### src/rtl/kyber_phase_sequencer_pkg.sv
`default_nettype none
// ============================================================================
// kyber_phase_defs : shared phase codes, mode encodings and phase ordering
// Rev 1.0 - initial release
// ============================================================================
package kyber_phase_defs;

    localparam logic [3:0] c_PH_IDLE    = 4'd0;
    localparam logic [3:0] c_PH_UNPACK  = 4'd1;
    localparam logic [3:0] c_PH_NTT     = 4'd2;
    localparam logic [3:0] c_PH_PACC    = 4'd3;
    localparam logic [3:0] c_PH_INTT    = 4'd4;
    localparam logic [3:0] c_PH_SUB     = 4'd5;
    localparam logic [3:0] c_PH_REDUCE  = 4'd6;
    localparam logic [3:0] c_PH_TOMSG   = 4'd7;
    localparam logic [3:0] c_PH_FROMMSG = 4'd8;
    localparam logic [3:0] c_PH_HASH    = 4'd9;
    localparam logic [3:0] c_PH_ADD     = 4'd10;
    localparam logic [3:0] c_PH_PACK    = 4'd11;
    localparam logic [3:0] c_PH_ERR     = 4'd15;

    localparam logic c_MODE_ENC = 1'b0;
    localparam logic c_MODE_DEC = 1'b1;

    localparam int KYBER_K = 2;

    // last_pass: the PAcc/INTT loop is on its final (V) polynomial
    function automatic logic [3:0] next_phase(input logic [3:0] cur,
                                              input logic       mode,
                                              input logic       last_pass);
        logic [3:0] nxt;
        nxt = c_PH_IDLE;
        case (cur)
            c_PH_UNPACK:  nxt = c_PH_NTT;
            c_PH_NTT:     nxt = (mode == c_MODE_DEC) ? c_PH_PACC : c_PH_HASH;
            c_PH_HASH:    nxt = c_PH_PACC;
            c_PH_PACC:    nxt = c_PH_INTT;
            c_PH_INTT:    nxt = (mode == c_MODE_DEC) ? c_PH_SUB :
                                (last_pass ? c_PH_FROMMSG : c_PH_PACC);
            c_PH_SUB:     nxt = c_PH_REDUCE;
            c_PH_REDUCE:  nxt = (mode == c_MODE_DEC) ? c_PH_TOMSG : c_PH_PACK;
            c_PH_FROMMSG: nxt = c_PH_ADD;
            c_PH_ADD:     nxt = c_PH_REDUCE;
            default:      nxt = c_PH_IDLE;
        endcase
        return nxt;
    endfunction

endpackage
`default_nettype wire

### src/rtl/kyber_phase_sequencer_watchdog.sv
`default_nettype none
// ============================================================================
// phase_watchdog : per-phase cycle counter with timeout flag
// Rev 1.0 - initial release
// ============================================================================
module phase_watchdog #(
    parameter int              TO_W    = 16,
    parameter logic [TO_W-1:0] TIMEOUT = 16'd50000
) (
    input  logic clk,
    input  logic rst_n,
    input  logic clr_i,
    input  logic busy_i,
    output logic timeout_o
);

    localparam logic [TO_W-1:0] c_LAST = TIMEOUT - TO_W'(1);

    logic [TO_W-1:0] cnt_q;
    logic [TO_W-1:0] cnt_d;

    always_comb begin
        cnt_d = cnt_q;
        if (clr_i || !busy_i) begin
            cnt_d = '0;
        end else begin
            cnt_d = cnt_q + TO_W'(1);
        end
    end

    always_ff @(posedge clk) begin
        if (!rst_n) begin
            cnt_q <= '0;
        end else begin
            cnt_q <= cnt_d;
        end
    end

    assign timeout_o = busy_i && (cnt_q == c_LAST);

endmodule
`default_nettype wire

### src/rtl/kyber_phase_sequencer.sv
`default_nettype none
// ============================================================================
// kyber_phase_sequencer : Kyber512 IND-CPA ENC/DEC phase sequencer
// Rev 1.0 - initial release
// ============================================================================
module kyber_phase_sequencer
    import kyber_phase_defs::*;
#(
    parameter int              K       = 2,
    parameter int              TO_W    = 16,
    parameter logic [TO_W-1:0] TIMEOUT = 16'd50000
) (
    input  logic       clk,
    input  logic       rst_n,
    input  logic       op_start,
    input  logic       op_mode,
    input  logic       op_abort,
    input  logic       err_clr,
    input  logic       phase_done,
    output logic [3:0] cstate,
    output logic       mux_enc_dec,
    output logic       phase_start,
    output logic [1:0] poly_idx,
    output logic       op_busy,
    output logic       op_done,
    output logic       op_err
);

    localparam logic [1:0] c_LAST_IDX = 2'(K);

    logic [3:0] cstate_q, cstate_d;
    logic       mode_q, mode_d;
    logic [1:0] pidx_q, pidx_d;
    logic       pstart_q, pstart_d;
    logic       done_q, done_d;

    logic       w_busy;
    logic       w_accept;
    logic       w_last_pass;
    logic       w_timeout;
    logic [3:0] w_next;

    assign w_busy      = (cstate_q != c_PH_IDLE) && (cstate_q != c_PH_ERR);
    // A done arriving in the start cycle belongs to the previous phase's engine
    assign w_accept    = w_busy && !pstart_q && phase_done;
    assign w_last_pass = (pidx_q == c_LAST_IDX);
    assign w_next      = next_phase(cstate_q, mode_q, w_last_pass);

    always_comb begin
        cstate_d = cstate_q;
        mode_d   = mode_q;
        pidx_d   = pidx_q;
        pstart_d = 1'b0;
        done_d   = 1'b0;
        if (cstate_q == c_PH_IDLE) begin
            pidx_d = 2'd0;
            if (op_start) begin
                cstate_d = c_PH_UNPACK;
                mode_d   = op_mode;
                pstart_d = 1'b1;
            end
        end else if (cstate_q == c_PH_ERR) begin
            if (err_clr) begin
                cstate_d = c_PH_IDLE;
            end
        end else if (op_abort || (cstate_q > c_PH_PACK)) begin
            cstate_d = c_PH_IDLE;
            pidx_d   = 2'd0;
        end else if (w_accept) begin
            cstate_d = w_next;
            if (w_next == c_PH_IDLE) begin
                done_d = 1'b1;
            end else begin
                pstart_d = 1'b1;
            end
            if ((cstate_q == c_PH_INTT) && (mode_q == c_MODE_ENC)) begin
                pidx_d = w_last_pass ? 2'd0 : pidx_q + 2'd1;
            end
        end else if (w_timeout) begin
            cstate_d = c_PH_ERR;
            pidx_d   = 2'd0;
        end
    end

    always_ff @(posedge clk) begin
        if (!rst_n) begin
            cstate_q <= c_PH_IDLE;
            mode_q   <= 1'b0;
            pidx_q   <= 2'd0;
            pstart_q <= 1'b0;
            done_q   <= 1'b0;
        end else begin
            cstate_q <= cstate_d;
            mode_q   <= mode_d;
            pidx_q   <= pidx_d;
            pstart_q <= pstart_d;
            done_q   <= done_d;
        end
    end

    phase_watchdog #(
        .TO_W    (TO_W),
        .TIMEOUT (TIMEOUT)
    ) u_watchdog (
        .clk       (clk),
        .rst_n     (rst_n),
        .clr_i     (cstate_d != cstate_q),
        .busy_i    (w_busy),
        .timeout_o (w_timeout)
    );

    assign cstate      = cstate_q;
    assign mux_enc_dec = mode_q;
    assign phase_start = pstart_q;
    assign poly_idx    = pidx_q;
    assign op_busy     = w_busy;
    assign op_done     = done_q;
    assign op_err      = (cstate_q == c_PH_ERR);

endmodule
`default_nettype wire

### config.mk
export PLATFORM = sky130hd
export DESIGN_NAME = kyber_phase_sequencer
export DESIGN_NICKNAME = d
export VERILOG_FILES = /design/src/rtl/kyber_phase_sequencer_pkg.sv /design/src/rtl/kyber_phase_sequencer_watchdog.sv /design/src/rtl/kyber_phase_sequencer.sv
export SDC_FILE = /design/constraint.sdc
export NUM_CORES = 1
export LEC_CHECK = 0
export BUFFER_PORTS_ARGS = -buffer_cell sky130_fd_sc_hd__buf_2
export CAP_MARGIN = 10
export CORE_MARGIN = 3
export CORE_UTILIZATION = 30
export CTS_CLUSTER_DIAMETER = 150
export CTS_CLUSTER_SIZE = 25
export DETAILED_ROUTE_END_ITERATION = 8
export GPL_TIMING_DRIVEN = 0
export PLACE_DENSITY = 0.56
export SETUP_SLACK_MARGIN = 0.15
export SYNTH_ARGS = -nofsm -noshare
export SYNTH_HDL_FRONTEND = slang
export SYNTH_SLANG_ARGS = --single-unit
### constraint.sdc
create_clock -name clk -period 5.6 [get_ports clk]
set_clock_uncertainty 0.1 [all_clocks]
set_input_delay 0.56 -clock clk [delete_from_list [all_inputs] [get_ports clk]]
set_output_delay 0.56 -clock clk [all_outputs]
set_load 0.02 [all_outputs]
==> results of run 1 <==
==> registers in the layout, indices dropped and copies added, names as in the netlist <==
| signal | cells |
|---|---|
| op_done | 1 |
| cstate | 4 |
| u_watchdog.cnt_q | 16 |
| mux_enc_dec | 1 |
| phase_start | 1 |
| poly_idx | 2 |
==> cells by family (layout without fill, tap and decap cells) <==
group                      after synthesis  after routing  share of synthesized area (%)
AOI/OAI and AO/OA                       32             32                          16.64
adders and majority gates                1              1                         0.7775
buffers and inverters                   18             39                          6.298
muxes                                    6              6                          3.733
and+or+nand+nor                         87             87                          32.74
DFF                                     25             25                          31.10
xor gates and xnor gates                16             16                          8.710
==> critical path, stage by stage (launching register included) <==
cell	delay, ps
dfxtp_1	380
ha_1	240
and3_1	250
nand4_1	210
nor3b_2	320
nor2b_1	110
o2111ai_4	330
buf_6	270
nor2_4	50
==> cell usage after synthesis (2+ instances only) <==
master / count / share of area [%]
a211oi_1: 3 / 1.4
a21boi_0: 2 / 0.93
a21oi_1: 5 / 1.6
a31oi_1: 4 / 1.6
and3_1: 6 / 2.3
and4_1: 3 / 1.6
buf_2: 3 / 0.93
buf_4: 4 / 1.9
buf_6: 2 / 1.4
dfxtp_1: 25 / 31
inv_1: 6 / 1.4
inv_2: 2 / 0.47
mux2i_1: 6 / 3.7
nand2_1: 19 / 4.4
nand3_1: 5 / 1.6
nand4_1: 4 / 1.6
nor2_1: 17 / 4.0
nor2_2: 3 / 1.2
nor2_4: 7 / 4.9
nor2b_1: 2 / 0.78
nor3_1: 8 / 2.5
nor3b_2: 2 / 1.6
nor4_1: 3 / 1.2
o21ai_0: 5 / 1.6
xnor2_1: 9 / 4.9
xor2_1: 7 / 3.8
==> worst paths after layout <==
| check | cells past startpoint | from | to |
|---|---|---|---|
| hold reg to reg | 1 | u_watchdog.cnt_q[0] | u_watchdog.cnt_q[0] |
| setup / recovery | 8 | u_watchdog.cnt_q[0] | u_watchdog.cnt_q[9] |
| hold / removal | 1 | u_watchdog.cnt_q[0] | u_watchdog.cnt_q[0] |
| setup reg to reg | 8 | u_watchdog.cnt_q[0] | u_watchdog.cnt_q[9] |
==> through the flow <==
stage | area, um2 | utilization, % | cells | hold slack [ps]
detailed placement | 1782 | 34.66 | 272 | 338.9
global placement | 1782 | 34.66 | 272 | 334.4
CTS | 1832 | 35.64 | 276 | 361.7
floorplan | 1609 | - | 185 | 323.4
global route | 1832 | 35.64 | 276 | 387.1
finish | 1832 | 35.64 | 276 | 361.6
==> power groups by stage <==
| stage | clock network [uW] | registers, uW | logic (uW) |
|---|---|---|---|
| global placement | 0 | 185 | 36.3 |
| floorplan | 0 | 187 | 23.5 |
| detailed placement | 0 | 185 | 36.5 |
| global route | 131 | 182 | 39.9 |
| finish | 119 | 181 | 36.4 |
| CTS | 127 | 181 | 36.6 |
==> metal layers <==
layer / routed length (um) / global-route usage [%]
met1: 1725 / 16.12
met2: 1799 / 21.55
met3: 153 / 2.494
met4: 48 / 3.780
met5: 0 / 0
==> area by class of cell <==
type | count | share of cell area [%]
inverter | 8 | 1.639
clock inverter | 1 | 0.4781
clock buffer | 3 | 2.254
multi-input combinational | 142 | 54.99
sequential | 25 | 27.32
tap | 70 | 4.781
buffer | 10 | 3.893
timing repair buffer | 17 | 4.645
==> flow_summary.ini, run 1 <==
[run_status]
status = complete, no violations

[floorplan]
start_util_pct = 31.30
die_height_um = 79.24
die_w_um = 79.24
io_pins = 18
core_area_um2 = 5140
rows = 26
design.die.area_um2 = 6278

[grt]
antenna_found_initial = 0
grt_pass1_vias = 1333
grt-ovfl-total = 0
grt_pass1_wl_um = 6361
grtUsageTotal_pct = 12.67
grt_max_degree = 17

[pwr]
peakVddDrop_mv = 0.1509
pwr-share-seq_pct = 53.8
totalPowerFinal_uw = 337.2
power.density_nw_per_um2 = 184.1
combPwrFrac_pct = 10.8
p_int_uw = 245.3
switching_power_uw = 91.86
clockPowerShare_pct = 35.4
p_sw_share_pct = 27.24
leakage_uw = 0.0006372

[finish]
nets = 215
register_area_um2 = 500.5
drive_gt1_share_pct = 24.27
mostFrequentLayoutCells = dfxtp_1 (25), buf_2 (20), nand2_1 (19)
layout_commonest_cell = dfxtp_1
multi_input_area_um2 = 1007
num-fill-cells = 571
syn2layout_area_growth_pct = 13.84
insertedDiodeCount = 0

[routing]
initialDrtViolationCount = 146
ant_nets = 0
first_pass_iters = 5
dr_total_vias = 1389
drc_errors = 0
wl_per_cell_um = 13.50
drt-vias-per-instance = 5.033
drt-total-wl_um = 3726

[clock_network]
cts-buffers-inserted = 3
clock-sinks = 25
cts_tree = yes
clk_path_buf_depth = 2
cts.clk_slew.worst_paths_ps = 100
cts_hold_buf = 0
cts_setup_buffers = 0
post_cts_resized = 0
clockRootBuffer = clkbuf_8
insertion_delay_ps = 280
h-tree-depth = 1

[job]
drv_cap = 0

[placed_design]
port_buffers = 17
gp_congestion = 0.8649
hpwlAfterDp_um = 2795
pre_cts_slack_ps = 3112

[critical_path]
crit_type = flip-flop to flip-flop
cp_max_fo = 10
arrival_ps = 2460
r2r_setup_slack_ps = 3230
crit_required_ps = 5680
critPathCaptureType = flip-flop
start_kind = flip-flop

[sta]
fin_tns_setup_ps = 0
slew_viol_final = 0
tightest_slew_ps = 494.4
timing.fmax_mhz = 421.6
setup_viol = 0
hold_viol_final = 0
max-slew-margin-rel_pct = 66.19
worst_slack_ps = 3228
rsz0062_at_grt = no
finalCritPeriodShare_pct = 42.36
layout_min_cycle_time_ps = 2372

[yosys]
yosysWarnings = 0
ys_ff_latch = 25
synth-edff-count = 0
synthArstFlopShare_pct = 0
syn_inst = 185
synth.distinct_cells = 49
ys_seq_area_share_pct = 31.10
syn-num-nets = 193
synthFlopType = dfxtp_1
syn_area_per_cell_um2 = 8.698
syn-cell-area_um2 = 1609

[worst_hold_path]
hold_class = flip-flop to flip-flop
No activity file was read; power rests on OpenSTA's default activity.
==> inputs of run 2 (changes only) <==
Clock period 5.6 ns to 2.2 ns, I/O delays scaled along.
==> run 2 against run 1 <==
  * Maximum frequency up 14%
  * Clock power rose to 2.5 times the previous value
  * Register-to-register slack worse by 3100 ps
==> flow_summary.ini, run 2 (synthesized netlist as in run 1, its figures left out) <==
[clock_network]
clockRootBuffer = clkbuf_8
clock-sinks = 25
insertion_delay_ps = 280
clk_path_buf_depth = 2
h-tree-depth = 1
cts-buffers-inserted = 3
cts_tree = yes
cts.clk_slew.worst_paths_ps = 100
cts_hold_buf = 0

[routing]
wl_per_cell_um = 14.25
drt-vias-per-instance = 5.055
drc_errors = 0
drt-total-wl_um = 4175
first_pass_iters = 4
initialDrtViolationCount = 134
ant_nets = 0
dr_total_vias = 1481

[sta]
slew_viol_final = 0
tightest_slew_ps = 417.3
layout_min_cycle_time_ps = 2075
finalCritPeriodShare_pct = 94.34
rsz0062_at_grt = yes
timing.fmax_mhz = 481.8
hold_viol_final = 0
max-slew-margin-rel_pct = 72.15
setup_viol = 0

[floorplan]
io_pins = 18
rows = 26
design.die.area_um2 = 6278
core_area_um2 = 5140
die_height_um = 79.24
die_w_um = 79.24
start_util_pct = 31.30

[pwr]
power.density_nw_per_um2 = 417.6
leakage_uw = 0.0007618
switching_power_uw = 254.3
p_int_uw = 650.1
peakVddDrop_mv = 0.2208
totalPowerFinal_uw = 904.5
clockPowerShare_pct = 33.3
combPwrFrac_pct = 15.7
p_sw_share_pct = 28.12
pwr-share-seq_pct = 51.1

[finish]
insertedDiodeCount = 0
largest_reg_flops = 16
mostFrequentLayoutCells = nand2_1 (18), buf_2 (18), nor2_1 (17)
nets = 232
final_area_um2 = 2166
syn2layout_area_growth_pct = 34.60
drive_gt1_share_pct = 38.57
largest-register = u_watchdog.cnt_q

[grt]
grt-ovfl-total = 0
grtUsageTotal_pct = 14.03
grt_pass1_wl_um = 6906
grt_pass1_vias = 1351
grt_max_degree = 16
antenna_found_initial = 0

[critical_path]
worstReg2RegStart = u_watchdog.cnt_q[0]
slowest_delay_ps = 360
cp_max_fo = 6
crit_chain = ha_4, and3_4, nand4_1, nor3b_4, buf_6, o311ai_4, o2111ai_4, buf_12, buf_4, nor2_1
cp-startpoint = u_watchdog.cnt_q[0]
slowest_stage = dfxtp_4
critPathCaptureType = flip-flop
r2r_setup_slack_ps = 120
crit_required_ps = 2330
arrival_ps = 2200
start_kind = flip-flop
crit_end = u_watchdog.cnt_q[3]
regToRegEndpoint = u_watchdog.cnt_q[3]
reg2regPathDepth = 10
crit_type = flip-flop to flip-flop

[placed_design]
gp_congestion = 0.8343
hpwlAfterDp_um = 2754
port_buffers = 17
postPlaceCellArea_um2 = 1808

[worst_hold_path]
hold_class = input pin to flip-flop

[run_status]
status = complete, no violations

[job]
drv_cap = 0
run 2: worst min-delay path by stage:
stage,from,end,slack [ps],depth (start not counted)
after floorplan,rst_n,phase_start,270,1
after global placement,u_watchdog.cnt_q[0],u_watchdog.cnt_q[0],340,1
after detailed placement,u_watchdog.cnt_q[0],u_watchdog.cnt_q[0],340,1
after CTS,op_mode,mux_enc_dec,100,3
after global routing,op_mode,mux_enc_dec,120,3
final,op_mode,mux_enc_dec,100,3
run 2: worst max-delay path, delay by kind of cell (launching register included):
| kind | cells | cell delay [ps] |
|---|---|---|
| buf+inv | 3 | 430 |
| flops | 1 | 360 |
| simple gates | 4 | 520 |
| compound gates | 2 | 440 |
| fa+ha+maj | 1 | 150 |
run 2: metrics by stage:
step	TNS [ps]	hold slack [ps]	instances	util (%)	worst slack (ps)
6_report	0	97.54	293	42.14	124.6
5_1_grt	0	115.4	293	42.14	9.698
4_1_cts	0	101.8	291	40.34	126.9
3_5_place_dp	-913.6	341.7	272	35.18	-100.8
3_3_place_gp	-1096	339.8	272	35.18	-113.6
2_1_floorplan	0	266.3	185	-	151.2
run 2: area by class of cell:
| cell class | instances | area, um2 |
|---|---|---|
| Sequential cell | 25 | 515.5 |
| Tap cell | 70 | 87.58 |
| Timing Repair Buffer | 34 | 252.7 |
| Buffer | 10 | 100.1 |
| Clock buffer | 3 | 41.29 |
| Clock inverter | 1 | 7.507 |
| Multi-Input combinational cell | 142 | 1129 |
| Inverter | 8 | 32.53 |
| Fill cell | 536 | 2974 |
run 2: layer usage:
metal	vias to the layer above	GRT usage [%]	part of all wire [%]
li1	743	-	-
met1	678	19.71	46
met2	53	21.38	45
met3	7	2.041	7.3
met4	0	5.670	1.9
met5	-	0	0
run 2: timing repair:
item / CTS / global route
gates resized for setup: 17 / 19
buffers inserted: 14 / 2
cloned: 1 / 0
setup endpoints to repair: 19 / 19
pin swaps: 14 / 10
run 2: power groups by stage:
| stage | logic, uW | registers [uW] | clock network (uW) |
|---|---|---|---|
| 2_1_floorplan | 63.3 | 475 | 0 |
| 3_3_place_gp | 95.4 | 472 | 0 |
| 3_5_place_dp | 95.4 | 472 | 0 |
| 4_1_cts | 128 | 462 | 308 |
| 5_1_grt | 150 | 463 | 329 |
| 6_report | 142 | 462 | 301 |
